$ cat config.mk
export PLATFORM = sky130hd
export DESIGN_NAME = reg_file_scoreboard
export DESIGN_NICKNAME = d
export VERILOG_FILES = /design/src/rtl/reg_file_scoreboard.sv
export SDC_FILE = /design/constraint.sdc
export NUM_CORES = 2
export LEC_CHECK = 0
export CAP_MARGIN = 25
export CORE_ASPECT_RATIO = 0.75
export CORE_UTILIZATION = 50
export DETAILED_ROUTE_END_ITERATION = 8
export PLACE_DENSITY = 0.79
export REMOVE_ABC_BUFFERS = 1
export SYNTH_ARGS = -nofsm -noshare
export SYNTH_HDL_FRONTEND = slang
export SYNTH_SLANG_ARGS = --single-unit
$ cat constraint.sdc
create_clock -name clk -period 11.75 [get_ports clk]
set_input_delay 3.525 -clock clk [delete_from_list [all_inputs] [get_ports clk]]
set_output_delay 3.525 -clock clk [all_outputs]
set_load 0.01 [all_outputs]
$ cat src/rtl/reg_file_scoreboard.sv
// Integer register file with load-pending scoreboard and load-use stall.
// Optional write-through forwarding: define RF_WRITE_BYPASS_EN.
module reg_file_scoreboard #(
  parameter int XLEN  = 32,
  parameter int NREGS = 32
) (
  input  logic             clk,
  input  logic             srst,
  input  logic [4:0]       rs1_d,
  input  logic [4:0]       rs2_d,
  output logic [XLEN-1:0]  rd1_d,
  output logic [XLEN-1:0]  rd2_d,
  input  logic             reg_write_w,
  input  logic [4:0]       rd_w,
  input  logic [XLEN-1:0]  result_w,
  input  logic             load_issue_e,
  input  logic [4:0]       rd_e,
  input  logic             flush,
  output logic             stall_d,
  output logic [NREGS-1:0] pending
);

  logic [XLEN-1:0]  regs_q [NREGS];
  logic [XLEN-1:0]  regs_d [NREGS];
  logic [NREGS-1:0] pend_q;
  logic [NREGS-1:0] pend_d;

  logic wb_en;
  logic ld_en;
  logic wb_hit1;
  logic wb_hit2;
  logic pend1;
  logic pend2;

  assign wb_en   = reg_write_w && (rd_w != 5'd0);
  assign ld_en   = load_issue_e && (rd_e != 5'd0);
  assign wb_hit1 = wb_en && (rd_w == rs1_d);
  assign wb_hit2 = wb_en && (rd_w == rs2_d);

  always_comb begin
    regs_d = regs_q;
    if (wb_en) begin
      regs_d[rd_w] = result_w;
    end
    regs_d[0] = '0;
  end

  // A newer load owns the register, so set is applied after clear/flush.
  always_comb begin
    pend_d = pend_q;
    if (flush) begin
      pend_d = '0;
    end else if (wb_en) begin
      pend_d[rd_w] = 1'b0;
    end
    if (ld_en) begin
      pend_d[rd_e] = 1'b1;
    end
    pend_d[0] = 1'b0;
  end

  always_ff @(posedge clk) begin
    if (!srst) begin
      for (int i = 0; i < NREGS; i++) begin
        regs_q[i] <= '0;
      end
      pend_q <= '0;
    end else begin
      regs_q <= regs_d;
      pend_q <= pend_d;
    end
  end

  assign pending = pend_q;
  assign pend1   = pend_q[rs1_d] && (rs1_d != 5'd0);
  assign pend2   = pend_q[rs2_d] && (rs2_d != 5'd0);

`ifdef RF_WRITE_BYPASS_EN
  always_comb begin
    rd1_d = '0;
    rd2_d = '0;
    if (rs1_d != 5'd0) begin
      rd1_d = wb_hit1 ? result_w : regs_q[rs1_d];
    end
    if (rs2_d != 5'd0) begin
      rd2_d = wb_hit2 ? result_w : regs_q[rs2_d];
    end
  end

  assign stall_d = (pend1 && !wb_hit1) || (pend2 && !wb_hit2);
`else
  always_comb begin
    rd1_d = '0;
    rd2_d = '0;
    if (rs1_d != 5'd0) begin
      rd1_d = regs_q[rs1_d];
    end
    if (rs2_d != 5'd0) begin
      rd2_d = regs_q[rs2_d];
    end
  end

  // Hold decode one cycle so it re-reads once the write has landed.
  assign stall_d = pend1 || pend2 || wb_hit1 || wb_hit2;
`endif

endmodule

==> out/metrics.cfg <==
[outcome]
result_of_the_run=complete, but fails checks
violations=design-rule violations

[clock_network]
tritoncts=done
cts_repair_resize_count=0
insertion_delay_ns=0.70
max-clock-path-buffers=3
postCtsHoldBufs=0
worst_setup_hold_path_clk_slew_ns=0.06
clock-sinks=1023
clock_tree.root_cell=sky130_fd_sc_hd__clkbuf_16
clock_tree.htree_level_count=3
cts_setup_buffers=0
cts_inserted_buffers=94

[placement]
finalWeightedCongestion=0.924
post-place-ws_ns=1.40
io_buffer_count=152
postPlaceCellArea_um2=57100
dp_hpwl_um=108000

[worst_setup_path]
number_of_cells_on_the_worst_reg_to_reg_path=2
cp-end-kind=primary output
crit_type=in2out
path_max_fanout=70
setup.worst_path.start_class=primary input
worst-r2r-setup-slack_ns=10.81
r2r-start=pending[1]
worstReg2RegEnd=pending[1]
worst-endpoint-arrival_ns=6.86
cp.required_ns=8.23

[synth]
post_synth_inst_count=5651
synth_seq_cells=1023
yosysSeqAreaShare_pct=37.7
synthTopCellsByArea=sky130_fd_sc_hd__dfxtp_1 (38%), sky130_fd_sc_hd__mux4_2 (24%), sky130_fd_sc_hd__nand2_1 (14%), sky130_fd_sc_hd__a21boi_0 (14%), sky130_fd_sc_hd__clkbuf_1 (3.1%)
synth_cell_types=48
mappedNetlistArea_um2=54400
ys_warn_count=0
yosys.area.top_type_share_pct=37.7
synth_flop_cell=sky130_fd_sc_hd__dfxtp_1
post_synth_edffs=0
synth.top_cells.by_count=sky130_fd_sc_hd__nand2_1 (2024), sky130_fd_sc_hd__dfxtp_1 (1023), sky130_fd_sc_hd__a21boi_0 (997), sky130_fd_sc_hd__mux4_2 (590), sky130_fd_sc_hd__clkbuf_1 (443)
syn_avg_cell_area_um2=9.63
async_reset_ff_share_pct=0
yosysMostFrequentCell=sky130_fd_sc_hd__nand2_1
netlist.top_cell.by_area=sky130_fd_sc_hd__dfxtp_1

[timing]
portion_of_the_clock_cycle_consumed_by_the_worst_path_in_the_final_layout_pct=88.4
timing.final.hold_violations=0
final.setup.tns_ns=0
max_slew_margin_pct=21.0
finalSetupViolations=0
setup_slack_ns=1.37
final-max-slew-violation-count=0
period_minus_slack_ns=10.38
timing.clock.skew_ns=0
fmax_mhz=96.3
worst_pin_slew_ns=1.18
unrepaired_setup_endpoints_after_global_routing=no

[layout]
drive_gt1_share_pct=19.5
postLayoutCoreUtil_pct=56.1
final_net_count=5512
cell_area_after_layout_um2=60300
syn2layout_area_growth_pct=10.9

[global_routing]
grt_start_max_net_pins=268
grt-ovfl-total=0
grt_pass1_wl_um=286000
vias_in_the_first_global_route=45100
antenna_violations_before_repair=6
grtUsageTotal_pct=34.6

[job]
max_cap_violations=0

[die]
io_pins=154
die_height_um=288
die_w_um=383
initial_core_util_pct=50.5
placeableCoreArea_um2=108000
rows=104
die_area_um2=110000

[power]
p_leak_nw=19.1
pwr_density_cell_nw_per_um2=123
vdd_drop_max_mv=0.117
power_w=0.00744

[worst_hold_path]
holdPathStages=2
worstHoldPathType=reg2reg
holdCritStartpoint=regs_q[612]
min_to=regs_q[612]

[detailed_routing]
drt_first_iter_violations=8217
detail-route-antenna-nets=0
drc=22
detail_route.vias_per_cell=6.76
drt_wl_total_um=194000
wl_per_cell_um=27.9
via_count=47100
drt_first_pass_iters=9

per-stage QoR:
step           hold WS (ns)  std cells
3_5_place_dp          0.469       6789
6_report              0.479       6969
2_1_floorplan         0.450       5067
4_1_cts               0.479       6964
5_1_grt               0.496       6969
3_3_place_gp          0.458       6778
placed cells by master, fill, tap and decap left out, types with 3 or more instances in the layout:
master	instances
sky130_fd_sc_hd__a21boi_0	997
sky130_fd_sc_hd__a22o_1	64
sky130_fd_sc_hd__a31oi_1	3
sky130_fd_sc_hd__a32oi_1	20
sky130_fd_sc_hd__and3_1	4
sky130_fd_sc_hd__and3b_1	3
sky130_fd_sc_hd__buf_12	18
sky130_fd_sc_hd__buf_16	8
sky130_fd_sc_hd__buf_4	116
sky130_fd_sc_hd__buf_8	5
sky130_fd_sc_hd__bufinv_16	7
sky130_fd_sc_hd__clkbuf_1	11
sky130_fd_sc_hd__clkbuf_16	97
sky130_fd_sc_hd__clkbuf_8	28
sky130_fd_sc_hd__clkdlybuf4s50_1	142
sky130_fd_sc_hd__clkinv_2	24
sky130_fd_sc_hd__clkinvlp_4	3
sky130_fd_sc_hd__dfxtp_1	1023
sky130_fd_sc_hd__diode_2	4
sky130_fd_sc_hd__inv_6	6
sky130_fd_sc_hd__mux2_2	101
sky130_fd_sc_hd__mux4_2	590
sky130_fd_sc_hd__nand2_1	1993
sky130_fd_sc_hd__nand2_2	31
sky130_fd_sc_hd__nand2b_1	5
sky130_fd_sc_hd__nand3_1	14
sky130_fd_sc_hd__nand3b_1	4
sky130_fd_sc_hd__nor2_1	99
sky130_fd_sc_hd__nor2_4	31
sky130_fd_sc_hd__nor2b_1	26
sky130_fd_sc_hd__nor3_1	8
sky130_fd_sc_hd__nor3b_1	4
sky130_fd_sc_hd__or3b_2	3
sky130_fd_sc_hd__xnor2_1	4
sky130_fd_sc_hd__xor2_1	6
how the worst max path moves through the flow:
stage,start,endpoint,cells after the start
6_report,rs1_d[0],rd1_d[6],6
5_1_grt,rs1_d[0],rd1_d[9],6
4_1_cts,rs1_d[0],rd1_d[0],6
3_5_place_dp,rs1_d[0],rd1_d[0],6
3_3_place_gp,rs1_d[0],rd1_d[0],6
2_1_floorplan,rs1_d[3],rd1_d[0],3
area by class of cell:
| type | count | area (um^2) |
|---|---|---|
| multi-input combinational | 4040 | 31800 |
| clock buffer | 136 | 2850 |
| timing repair buffer | 292 | 2970 |
| tap | 1431 | 1790 |
| antenna | 4 | 10.0 |
| clock inverter | 39 | 397 |
| sequential | 1023 | 20500 |
| inverter | 4 | 20.0 |
| fill | 8837 | 47300 |
critical path: stages:
cell                              delay, ns
sky130_fd_sc_hd__buf_8                 0.56
sky130_fd_sc_hd__buf_4                 0.61
sky130_fd_sc_hd__mux4_2                0.58
sky130_fd_sc_hd__mux4_2                0.50
sky130_fd_sc_hd__mux2_2                0.37
sky130_fd_sc_hd__clkdlybuf4s50_1       0.51
state kept, by name (all words and copies together), names as in the netlist:
register	cells
regs_q	992
pending	31
where the power goes:
part / total [W] / internal [W] / leakage [nW] / switching [W]
Sequential: 0.00351 / 0.00349 / 8.25 / 0.0000208
Combinational: 0.000637 / 0.000242 / 9.26 / 0.000395
Clock: 0.00329 / 0.00184 / 1.63 / 0.00145
Total: 0.00744 / 0.00558 / 19.1 / 0.00186
cell families (layout without fill, tap and decap cells):
group                     count (synthesis)  count (layout)  share of synthesized area, %
xor gates and xnor gates                 10              10                         0.161
DFF                                    1023            1023                          37.7
and+or+nand+nor                        2235            2235                          15.8
muxes                                   693             693                          26.6
other                                     1               5                       0.00689
AOI/OAI and AO/OA                      1101            1101                          15.4
buffers and inverters                   588             471                          4.46
metal layers:
metal	global-route usage [%]	part of all wire [%]	vias to the layer above
met5	0	0.011	-
met4	17.3	5.7	4
met3	12.9	17	877
met2	50.2	42	4140
met1	45.1	35	22800
li1	-	-	19300
Power figures use the tool's default switching activity.
